==> src/rtl/scan_ctrl_pkg.sv <==
// Shared types and default sizing for the scan test controller.
package scan_ctrl_pkg;

    localparam int unsigned CHAIN_LEN_DEF = 8;
    localparam int unsigned CNT_W_DEF     = 4;

    typedef enum logic [2:0] {
        StIdle     = 3'd0,
        StShiftIn  = 3'd1,
        StCapture  = 3'd2,
        StShiftOut = 3'd3,
        StDone     = 3'd4
    } state_e;

    typedef enum logic [1:0] {
        ModeHold     = 2'd0,
        ModeLoad     = 2'd1,
        ModeShiftOut = 2'd2,
        ModeShiftIn  = 2'd3
    } sr_mode_e;

endpackage

==> src/rtl/scan_piso_sipo.sv <==
// Shift register with parallel load, shift-left-out (msb is the serial output)
// and shift-left-in (serial input enters at the lsb).
module scan_piso_sipo
    import scan_ctrl_pkg::*;
#(
    parameter int unsigned WIDTH = CHAIN_LEN_DEF
) (
    input  logic             clk,
    input  logic             rst,
    input  sr_mode_e         mode,
    input  logic [WIDTH-1:0] load_val,
    input  logic             ser_in,
    output logic [WIDTH-1:0] q
);

    logic [WIDTH-1:0] q_d;

    always_comb begin
        q_d = q;
        unique case (mode)
            ModeLoad:     q_d = load_val;
            ModeShiftOut: q_d = {q[WIDTH-2:0], 1'b0};
            ModeShiftIn:  q_d = {q[WIDTH-2:0], ser_in};
            default:      q_d = q;
        endcase
    end

    always_ff @(posedge clk) begin
        if (rst) begin
            q <= '0;
        end else begin
            q <= q_d;
        end
    end

endmodule

==> src/rtl/scan_test_controller.sv <==
// Runs one scan test: shift a pattern into the chain, capture once, shift the
// response out and compare it with the golden value.
module scan_test_controller
    import scan_ctrl_pkg::*;
#(
    parameter int unsigned CHAIN_LEN = CHAIN_LEN_DEF,
    parameter int unsigned CNT_W     = CNT_W_DEF
) (
    input  logic                 clk,
    input  logic                 rst,
    input  logic                 start,
    input  logic                 abort,
    input  logic [CHAIN_LEN-1:0] pattern,
    input  logic [CHAIN_LEN-1:0] expected,
    input  logic                 scan_out,
    output logic                 scan_en,
    output logic                 scan_in,
    output logic                 busy,
    output logic                 done,
    output logic                 pass,
    output logic [CHAIN_LEN-1:0] captured
);

    state_e               state_q, state_d;
    logic [CNT_W-1:0]     cnt_q, cnt_d;
    logic [CHAIN_LEN-1:0] expected_q;
    logic [CHAIN_LEN-1:0] pat_q, rsp_q, rsp_next;
    logic [CHAIN_LEN-1:0] captured_q;
    logic                 pass_q;
    sr_mode_e             pat_mode, rsp_mode;
    logic                 accept, finish, last;

    scan_piso_sipo #(
        .WIDTH(CHAIN_LEN)
    ) u_pattern_sr (
        .clk      (clk),
        .rst      (rst),
        .mode     (pat_mode),
        .load_val (pattern),
        .ser_in   (1'b0),
        .q        (pat_q)
    );

    scan_piso_sipo #(
        .WIDTH(CHAIN_LEN)
    ) u_response_sr (
        .clk      (clk),
        .rst      (rst),
        .mode     (rsp_mode),
        .load_val ('0),
        .ser_in   (scan_out),
        .q        (rsp_q)
    );

    // Value the response register takes on the final shift-out edge.
    assign rsp_next = {rsp_q[CHAIN_LEN-2:0], scan_out};
    assign last     = (cnt_q == CNT_W'(CHAIN_LEN - 1));

    always_comb begin
        state_d  = state_q;
        cnt_d    = cnt_q;
        pat_mode = ModeHold;
        rsp_mode = ModeHold;
        accept   = 1'b0;
        finish   = 1'b0;
        scan_en  = 1'b0;
        scan_in  = 1'b0;
        busy     = 1'b1;
        done     = 1'b0;
        unique case (state_q)
            StIdle: begin
                busy = 1'b0;
                if (start && !abort) begin
                    accept   = 1'b1;
                    pat_mode = ModeLoad;
                    cnt_d    = '0;
                    state_d  = StShiftIn;
                end
            end
            StShiftIn: begin
                scan_en  = 1'b1;
                scan_in  = pat_q[CHAIN_LEN-1];
                pat_mode = ModeShiftOut;
                if (last) begin
                    cnt_d   = '0;
                    state_d = StCapture;
                end else begin
                    cnt_d = cnt_q + CNT_W'(1);
                end
            end
            StCapture: begin
                state_d = StShiftOut;
            end
            StShiftOut: begin
                scan_en  = 1'b1;
                rsp_mode = ModeShiftIn;
                if (last) begin
                    cnt_d   = '0;
                    finish  = 1'b1;
                    state_d = StDone;
                end else begin
                    cnt_d = cnt_q + CNT_W'(1);
                end
            end
            StDone: begin
                done    = 1'b1;
                state_d = StIdle;
            end
            default: begin
                state_d = StIdle;
            end
        endcase

        // Abort freezes everything and drops back to idle without a result.
        if (abort && (state_q != StIdle)) begin
            state_d  = StIdle;
            cnt_d    = '0;
            pat_mode = ModeHold;
            rsp_mode = ModeHold;
            finish   = 1'b0;
        end
    end

    always_ff @(posedge clk) begin
        if (rst) begin
            state_q    <= StIdle;
            cnt_q      <= '0;
            expected_q <= '0;
            captured_q <= '0;
            pass_q     <= 1'b0;
        end else begin
            state_q <= state_d;
            cnt_q   <= cnt_d;
            if (accept) begin
                expected_q <= expected;
            end
            if (finish) begin
                captured_q <= rsp_next;
                pass_q     <= (rsp_next == expected_q);
            end
        end
    end

    assign captured = captured_q;
    assign pass     = pass_q;

endmodule

==> config.mk <==
export PLATFORM = sky130hd
export DESIGN_NAME = scan_test_controller
export DESIGN_NICKNAME = d
export VERILOG_FILES = /design/src/rtl/scan_ctrl_pkg.sv /design/src/rtl/scan_piso_sipo.sv /design/src/rtl/scan_test_controller.sv
export SDC_FILE = /design/constraint.sdc
export NUM_CORES = 1
export LEC_CHECK = 0
export ABC_AREA = 1
export CAP_MARGIN = 15
export CORE_MARGIN = 8
export CORE_UTILIZATION = 51
export DETAILED_ROUTE_END_ITERATION = 7
export PLACE_DENSITY = 0.78
export SYNTH_ARGS = -nofsm -noshare
export SYNTH_HDL_FRONTEND = slang
export SYNTH_SLANG_ARGS = --single-unit
==> constraint.sdc <==
create_clock -name clk -period 1.7 [get_ports clk]
set_input_delay 0.425 -clock clk [delete_from_list [all_inputs] [get_ports clk]]
set_output_delay 0.425 -clock clk [all_outputs]
set_load 0.02 [all_outputs]
; ---- After elaboration in Yosys (flattened, before gate mapping)
; Index checks and enable logic that the tools add are counted.
; W data, S select, Z words.
[totals]
ff_bits = 39
input_bits = 21
out_inout_bits = 13
elab_cells = 59
[op_classes]
addsub = 1
n_eq_ne = 15
n_mux = 23
n_reduce_logical = 13
[op_table]
columns = cell, n
row1 = $pmux W7 S3, 1
row2 = $pmux W8 S2, 1
row3 = $pmux W3 S4, 1
row4 = $mux W1, 10
row5 = $mux W3, 3
row6 = $eq A2 B2 Y1 const B, 4
row7 = $eq A8 B8 Y1, 1
row8 = $mux W4, 2
row9 = $pmux W4 S2, 1
row10 = $eq A3 B2 Y1 const B, 2
row11 = $mux W2, 3
row12 = $ne A2 B2 Y1 const B, 3
row13 = $reduce_bool A3 Y1, 2
row14 = $reduce_or A2 Y1, 3
row15 = $add A4 B1 Y4 const B, 1
row16 = $eq A2 B1 Y1 const B, 2
row17 = $eq A4 B3 Y1 const B, 1
row18 = $pmux W2 S2, 1
row19 = $reduce_bool A2 Y1, 2
row20 = $eq A3 B1 Y1 const B, 1
row21 = $eq A3 B3 Y1 const B, 1
row22 = $logic_not A3 Y1, 1
row23 = $reduce_and A3 Y1, 1
row24 = $logic_and A1 B1 Y1, 2
row25 = other kinds (2), 2

; ---- Longest topological paths before layout
; Gate-level depths: netlist (run 1).
[depth]
depth_word = 8
depth_mapped = 8

; ---- Hierarchy
; Synthesis (run 1) repeated with hierarchy kept, for this count alone.
[hier_totals]
cells_unflattened = 272
hier_area_um2 = 2034.5
[modules_own_cells]
columns = module, instances, cells_each, area_each_um2, seq_area_each_um2
row1 = scan_test_controller, 1, 160, 1128.6, 480.5
row2 = scan_piso_sipo, 2, 56, 452.9, 160.2

; ---- Worst setup path before layout (run 1)
; OpenSTA, ideal clock, no wires.
[synth_path]
path_kind = reg-to-output
start = register state_q[2]
end = output port done
arrival_ns = 0.999
t_required_ns = 1.275
path_slack_ns = 0.276
stages_incl_launch_ff = 3
path_cell_list = dfxtp_1 > inv_1 > nor3_1
[synth_via]
elab_chain_len = 2
[synth_lines]
columns = element, line
row1 = from (decl), scan_test_controller.sv:24  ; state_e state_q, state_d;
row2 = from (signal assigned), scan_test_controller.sv:126  ; state_q <= StIdle;
row3 = from (signal assigned), scan_test_controller.sv:132  ; state_q <= state_d;
row4 = $eq A3 B3 Y1, scan_test_controller.sv:70  ; unique case (state_q)
row5 = $mux W1, scan_test_controller.sv:70
row6 = to (decl), scan_test_controller.sv:19  ; output logic done,
; No other way between the ends.

; ---- Worst setup path after layout (run 1)
[layout_path]
start = register state_q[0]
end = output port done
; Same word-level chain as after synthesis.

==> results of run 1 <==
[tightest hold or removal path, stage by stage, from the launching register on]
cell,delay (ns)
dfxtp_1,0.33
nand2_1,0.06
a21oi_1,0.05
[layout make-up]
class                   count  area [µm²]
clock buffers               5        37.5
multi-input cells         167         870
clock inverters             3        43.8
repair buffers             52         467
well taps                  46        57.6
inverters                  30         120
fillers                   279        1010
flip-flops and latches     39         783
[kinds of logic (layout without fill, tap and decap cells)]
kind of cell / after synthesis / count (layout) / share of synthesized area
AO/OA/AOI/OAI: 44 / 44 / 0.126
adder cells (fa/ha/maj): 1 / 1 / 0.00682
flip-flops: 39 / 39 / 0.426
AND/OR/NAND/NOR: 119 / 119 / 0.327
XOR/XNOR: 3 / 3 / 0.0143
buffers and inverters: 38 / 90 / 0.100
[flip-flops by register name (all words and copies together) (netlist names)]
name and cells:
u_response_sr.q 7, u_pattern_sr.q 8, pass 1, captured 8, state_q 3, expected_q 8
cnt_q 4
[repair_timing]
item / 4_1_cts / 5_1_grt
resized for setup: 24 / 3
endpoints found under the hold margin: 0 / 0
cloned: 0 / 0
setup endpoints to repair: 13 / 2
[per-stage QoR]
| stage | hold WS [ns] | std cells | power (mW) | utilization | TNS [ns] |
|---|---|---|---|---|---|
| floorplan | 0.444 | 244 | 1.23 | - | 0 |
| global placement | 0.451 | 334 | 1.38 | 0.686 | -0.189 |
| detailed placement | 0.455 | 334 | 1.39 | 0.686 | -0.362 |
| CTS | 0.471 | 342 | 2.00 | 0.705 | 0 |
| global route | 0.501 | 342 | 2.09 | 0.702 | 0 |
| finish | 0.470 | 342 | 1.98 | 0.702 | 0 |
[cell usage in the layout (no fill, tap or decap), types with 3 or more instances in the layout]
cell type	Yosys	layout
a21oi_1	26	26
o21ai_0	13	13
inv_1	26	26
nor2_1	22	22
nor3_2	5	5
nand2_1	53	53
nand3_1	22	22
dlygate4sd2_1	0	9
xnor2_1	3	3
clkbuf_4	0	5
nor3_1	4	4
dfxtp_1	39	37
buf_4	0	17
buf_2	3	3
clkdlybuf4s50_1	0	20
[metal layers]
| metal | up-vias | GRT usage | part of all wire |
|---|---|---|---|
| li1 | 892 | - | - |
| met5 | - | 0 | 0 |
| met4 | 0 | 0.0392 | 0.011 |
| met1 | 708 | 0.154 | 0.48 |
| met2 | 39 | 0.225 | 0.46 |
| met3 | 4 | 0.0578 | 0.052 |
[where the power goes]
| part | total, mW | internal (mW) | switching, mW |
|---|---|---|---|
| clock network | 0.621 | 0.309 | 0.311 |
| registers | 0.986 | 0.961 | 0.0242 |
| logic | 0.372 | 0.175 | 0.197 |
| total | 1.98 | 1.45 | 0.533 |
[path summary, 6_finish.rpt]
| check | slack, ns | depth (start not counted) | end | from |
|---|---|---|---|---|
| setup reg to reg | 0.24 | 7 | captured[2] | cnt_q[0] |
| hold / removal | 0.47 | 2 | captured[2] | captured[2] |
| hold reg to reg | 0.47 | 2 | captured[2] | captured[2] |
| setup / recovery | 0.11 | 3 | done | state_q[0] |
==> flow_summary.json, run 1 <==
{
  "layout-drive-gt1-share": 0.186,
  "cts.sinks": 39,
  "syn_inst": 244,
  "post-route-period-util": 0.933,
  "drc": 0,
  "setup_ws_ns": 0.114,
  "max_stage_delay_ns": 0.35,
  "num_io_pins": 34,
  "overflow": 0,
  "synth.avg_cell_area_um2": 7.52,
  "startpoint_type": "register",
  "crit_arrival_ns": 1.16,
  "diodes": 0,
  "dpl_cell_area_um2": 2330,
  "die_h_um": 76.0,
  "place.gp.congestion": 0.829,
  "grt_pass1_wl_mm": 6.67,
  "cts_max_level": 2,
  "cts_buffers": 5,
  "cellPowerDensity_nw_per_um2": 832,
  "p_leak_nw": 1.03,
  "hold_buffers": 0,
  "maxSlewHeadroom": 0.811,
  "slowest_stage": "dfxtp_2",
  "coreArea_um2": 3390,
  "outcome": "completed",
  "min_period_ns": 1.59,
  "track_usage": 0.136,
  "design_area_um2": 2380,
  "io_buffers": 33,
  "clock_skew_ns": 0.0145,
  "ant_nets": 0,
  "syn_area_um2": 1830,
  "synth.area.top_cells": "dfxtp_1 43%, nand2_1 11%, a21oi_1 7.1%",
  "wl_per_cell_um": 11.1,
  "grt_pass1_vias": 1546,
  "synth.most_common_cell": "nand2_1",
  "routed_wl_mm": 3.79,
  "maxCapViolations": 0,
  "hpwl_mm": 2.88,
  "critPathBufInv": 2,
  "synth_ff_type": "dfxtp_1",
  "dpl_worst_slack_ns": -0.0500,
  "path_delay_family": "flip-flops",
  "yosysWarnings": 0,
  "path_max_fanout": 3,
  "crit_chain": "buf_4, nor3_1, buf_2",
  "ys_seq_elements": 39,
  "cts.clk_slew.worst_paths_ns": 0.12,
  "vias": 1643,
  "cp.required_ns": 1.27,
  "yosysTopAreaCell": "dfxtp_1",
  "clock_latency_ns": 0.35,
  "die_w_um": 76.0,
  "synth_edf_count": 0,
  "vias_per_cell": 4.80,
  "post_cts_buffers": 0,
  "rsz0062_at_grt": "false",
  "finalMaxSlewViolations": 0,
  "worst_pin_slew_ns": 0.283,
  "grt_max_degree": 24,
  "fmax_ghz": 0.630,
  "clock_path_buffers": 2,
  "seq_area_frac_synth": 0.426,
  "root_buffer": "clkbuf_4",
  "area_growth_pct": 29.7,
  "syn_nets": 266,
  "synth.top_cell.area_share": 0.426,
  "rows": 21,
  "drt_iter0_markers": 101,
  "critPathCaptureType": "output port",
  "finalSetupViolations": 0,
  "ir_worst_vdd_mv": 0.659,
  "final_nets": 317,
  "synthArstFlopShare": 0,
  "firstDrtPassIters": 4,
  "crit_type": "reg -> out",
  "hp-class": "reg -> reg",
  "dieArea_um2": 5770,
  "grt_antenna_before_repair": 0,
  "cts_tree": "done",
  "synthTopCellsByCount": "53 x nand2_1, 39 x dfxtp_1, 26 x a21oi_1, 26 x inv_1",
  "synth_cell_type_count": 29,
  "hold_viol": 0,
  "start_util": 0.541
}
(Power assumes the default switching activity.)
==> run 2: changes to the inputs <==
Settings changed: CAP_MARGIN 15 to 0, REMOVE_ABC_BUFFERS set to 1.
==> flow_summary.json, run 2 (synthesis gave the netlist of run 1 again) <==
{
  "critPathLaunch": "state_q[0]",
  "outcome": "completed",
  "finalMaxSlewViolations": 0,
  "ant_nets": 0,
  "post-route-period-util": 0.944,
  "num_io_pins": 34,
  "instances_no_fill": 340,
  "dp.cells": 333,
  "ir_worst_vdd_mv": 0.684,
  "rows": 21,
  "maxCapViolations": 0,
  "vias": 1657,
  "cts_buffers": 5,
  "r2r_end": "captured[1]",
  "dieArea_um2": 5770,
  "drt_iter0_markers": 78,
  "ff2ff_setup_slack_ns": 0.26,
  "reg2reg_from": "cnt_q[0]",
  "maxSlewHeadroom": 0.837,
  "routed_wl_mm": 3.86,
  "r2r_cells": 7,
  "p_leak_nw": 1.01,
  "clock_path_buffers": 2,
  "startpoint_type": "register",
  "critPathCaptureType": "output port",
  "grt_pass1_vias": 1567,
  "tns_ns": 0,
  "layout_common_cells": "53 x nand2_1, 37 x dfxtp_1, 26 x inv_1, 26 x a21oi_1",
  "grt_max_degree": 24,
  "cts.clk_slew.worst_paths_ns": 0.11,
  "track_usage": 0.139,
  "hpwl_mm": 2.95,
  "crit_arrival_ns": 1.18,
  "cts.sinks": 39,
  "coreArea_um2": 3390,
  "hold_buffers": 0,
  "final_nets": 316,
  "grt_pass1_wl_mm": 6.71,
  "worst_pin_slew_ns": 0.245,
  "cts_tree": "done",
  "firstDrtPassIters": 4,
  "cellPowerDensity_nw_per_um2": 780,
  "layout-drive-gt1-share": 0.180,
  "fmax_ghz": 0.623,
  "clock_skew_ns": 0.00369,
  "area_growth_pct": 27.9,
  "grt_antenna_before_repair": 0,
  "hp-class": "reg -> reg",
  "total_power_mw": 1.83,
  "hold_viol": 0,
  "cp.required_ns": 1.27,
  "crit_type": "reg -> out",
  "finalSetupViolations": 0,
  "rsz0062_at_grt": "false",
  "final_common_cell": "nand2_1",
  "wl_per_cell_um": 11.4,
  "crit_path_end": "busy",
  "place.gp.congestion": 0.792,
  "root_buffer": "clkbuf_4",
  "start_util": 0.541,
  "drc": 0,
  "vias_per_cell": 4.87,
  "diodes": 0,
  "fill_cells": 281,
  "overflow": 0,
  "path_max_fanout": 3,
  "clock_latency_ns": 0.34,
  "io_buffers": 33,
  "cts_max_level": 2,
  "die_w_um": 76.0,
  "whs_ns": 0.464,
  "die_h_um": 76.0,
  "min_period_ns": 1.60
}
run 2: report_power, final:
part	internal, mW	switching [mW]	total, mW
clock	0.192	0.289	0.481
sequential	0.961	0.0232	0.984
combinational	0.171	0.195	0.366
run 2: layout make-up:
class,instances,area (µm²),share of cell area
clock buffers,6,51.3,0.0219
inverters,30,120,0.0512
flip-flops and latches,39,783,0.334
repair buffers,51,459,0.196
multi-input cells,167,870,0.371
clock inverters,1,5.00,0.00213
well taps,46,57.6,0.0245
run 2: per-layer routing:
layer,global-route usage,vias up,routed length [µm]
met2,0.233,32,1870
met5,0,-,0
met3,0.0519,5,183
li1,-,885,-
met4,0.0529,0,53
met1,0.154,735,1760
run 2: worst max-delay path: stages, from the launching register on:
cell     delay (ns)
dfxtp_2        0.35
buf_4          0.14
nor2_2         0.11
nand2_1        0.08
buf_2          0.17
run 2: how the worst min path moves through the flow:
stage / startpoint / endpoint / slack (ns) / cells past startpoint
after CTS: captured[6] / captured[6] / 0.47 / 2
after floorplan: expected_q[0] / expected_q[0] / 0.45 / 2
after global routing: expected_q[1] / expected_q[1] / 0.49 / 2
after global placement: captured[0] / captured[0] / 0.45 / 2
after detailed placement: captured[6] / captured[6] / 0.45 / 2
final: captured[6] / captured[6] / 0.46 / 2
run 2: per-stage QoR:
step	utilization	instance area (µm²)	setup slack, ns
after detailed placement	0.684	2320	-0.107
after global routing	0.692	2350	0.0118
final	0.692	2350	0.0953
after CTS	0.697	2360	0.0164
after global placement	0.684	2320	-0.0486
after floorplan	-	1770	0.269
run 2: repair_timing:
action | CTS | global route
buffers inserted | 0 | 0
resized for setup | 24 | 3
cloned | 0 | 0
setup endpoints to repair | 13 | 3
==> run 3: changes to the inputs <==
Settings changed: ABC_AREA 1 to not set, PLACE_DENSITY 0.78 to 0.79, REMOVE_ABC_BUFFERS 1 to not set.
==> flow_summary.json, run 3 <==
{
  "critPathLaunch": "state_q[0]",
  "synthTopCellsByCount": "39 x dfxtp_1, 28 x a21oi_1, 26 x nand3_1",
  "grt_max_degree": 22,
  "post-route-period-util": 0.971,
  "syn_area_um2": 1790,
  "vias_per_cell": 5.53,
  "synth.most_common_cell": "dfxtp_1",
  "seq_area_frac_synth": 0.436,
  "p_leak_nw": 0.930,
  "layout-drive-gt1-share": 0.190,
  "hold_viol": 0,
  "ant_nets": 0,
  "maxCapViolations": 0,
  "dpl_worst_slack_ns": -0.204,
  "grt_pass1_vias": 1651,
  "wl_per_cell_um": 14.1,
  "die_w_um": 75.3,
  "track_usage": 0.164,
  "r2r_end": "u_pattern_sr.q[4]",
  "min_period_ns": 1.65,
  "cts_tree": "done",
  "cp.required_ns": 1.27,
  "diodes": 0,
  "rows": 21,
  "coreArea_um2": 3360,
  "design_area_um2": 2370,
  "setup_ws_ns": 0.0497,
  "root_buffer": "clkbuf_4",
  "clock_skew_ns": 0.00608,
  "total_power_mw": 1.93,
  "crit_path_end": "busy",
  "routed_wl_mm": 4.19,
  "drt_iter0_markers": 128,
  "layout_common_cells": "36 x dfxtp_1, 28 x a21oi_1, 26 x nand3_1",
  "grt_util_met1": 0.195,
  "synthArstFlopShare": 0,
  "synth_edf_count": 0,
  "ir_worst_vdd_mv": 0.538,
  "clock_latency_ns": 0.35,
  "finalMaxSlewViolations": 0,
  "cellPowerDensity_nw_per_um2": 815,
  "firstDrtPassIters": 4,
  "rsz0062_at_grt": "true",
  "ys_seq_elements": 39,
  "syn_inst": 209,
  "overflow": 0,
  "outcome": "completed",
  "start_util": 0.532,
  "grtUsageMet2": 0.265,
  "hp-class": "reg -> reg",
  "post_cts_buffers": 0,
  "synth.area.top_cells": "dfxtp_1 44%, a21oi_1 7.8%, nand3_1 7.3%",
  "grt_antenna_before_repair": 0,
  "dieArea_um2": 5660,
  "finalSetupViolations": 0,
  "ff2ff_setup_slack_ns": 0.13,
  "crit_arrival_ns": 1.23,
  "drc": 0,
  "cts_max_level": 2,
  "die_h_um": 75.3,
  "synth.avg_cell_area_um2": 8.57,
  "fmax_ghz": 0.606,
  "synth_ff_type": "dfxtp_1",
  "startpoint_type": "register",
  "path_max_fanout": 3,
  "num_io_pins": 34,
  "final_common_cell": "dfxtp_1",
  "worst_pin_slew_ns": 0.358,
  "yosysWarnings": 0,
  "yosysTopAreaCell": "dfxtp_1",
  "cts_buffers": 5,
  "io_buffers": 33,
  "reg2reg_from": "state_q[0]",
  "hold_buffers": 0,
  "syn_nets": 231,
  "maxSlewHeadroom": 0.761,
  "hpwl_mm": 2.97,
  "vias": 1648,
  "clock_path_buffers": 2,
  "grt_pass1_wl_mm": 7.22,
  "crit_type": "reg -> out",
  "grt.met3_usage": 0.0399,
  "synth_cell_type_count": 37,
  "dpl_cell_area_um2": 2260,
  "area_growth_pct": 32.1,
  "synth.top_cell.area_share": 0.436,
  "r2r_cells": 6,
  "cts.sinks": 39,
  "cts.clk_slew.worst_paths_ns": 0.12,
  "final_nets": 273,
  "critPathCaptureType": "output port",
  "place.gp.congestion": 0.818,
  "busiest_layer": "met2"
}
[run 3: worst min-delay path by stage]
stage                            startpoint           endpoint  slack, ns  cells past startpoint
after global placement          captured[5]        captured[5]       0.47                      2
final                           captured[2]        captured[2]       0.48                      2
after detailed placement  u_pattern_sr.q[0]  u_pattern_sr.q[0]       0.47                      2
after floorplan           u_pattern_sr.q[0]  u_pattern_sr.q[0]       0.45                      2
after global routing      u_pattern_sr.q[0]  u_pattern_sr.q[0]       0.50                      2
after CTS                       captured[2]        captured[2]       0.48                      2
[run 3: repair_timing]
action	CTS	global route
pin swaps	1	1
gates cloned	0	0
gates resized for setup	33	4
setup endpoints to repair	13	3
[run 3: final cells by class]
type	instances	area (µm²)
Clock inverter	3	67.6
Multi-Input combinational cell	148	916
Inverter	2	7.51
Fill cell	295	997
Sequential cell	39	785
Timing Repair Buffer	55	495
Clock buffer	5	37.5
Tap cell	46	57.6
[run 3: power by group]
group | leakage (nW) | internal, mW | switching [mW]
combinational | 0.561 | 0.114 | 0.0958
clock | 0.0514 | 0.457 | 0.311
sequential | 0.318 | 0.938 | 0.0138
total | 0.930 | 1.51 | 0.421
[run 3: cell families after synthesis]
logic type,share of synthesized area
compound gates,0.246
simple gates,0.208
flops,0.436
buf+inv,0.0587
xor+xnor,0.0440
fa+ha+maj,0.00699
[run 3: per-layer routing]
layer	part of all wire	wire length [µm]
met4	0.022	91
met2	0.48	2020
met1	0.45	1900
met5	0	0
met3	0.042	176
[run 3: through the flow]
| stage | instances | hold slack [ns] | utilization | TNS [ns] |
|---|---|---|---|---|
| after floorplan | 209 | 0.450 | - | 0 |
| after global placement | 290 | 0.466 | 0.673 | -4.75 |
| after detailed placement | 290 | 0.465 | 0.673 | -5.17 |
| after CTS | 298 | 0.482 | 0.699 | 0 |
| after global routing | 298 | 0.496 | 0.703 | -0.0803 |
| final | 298 | 0.478 | 0.703 | 0 |
[run 3: worst max-delay path, stage by stage (launching register included)]
cell	delay, ns
dfxtp_2	0.36
buf_6	0.12
nor3_4	0.20
inv_2	0.07
buf_6	0.13
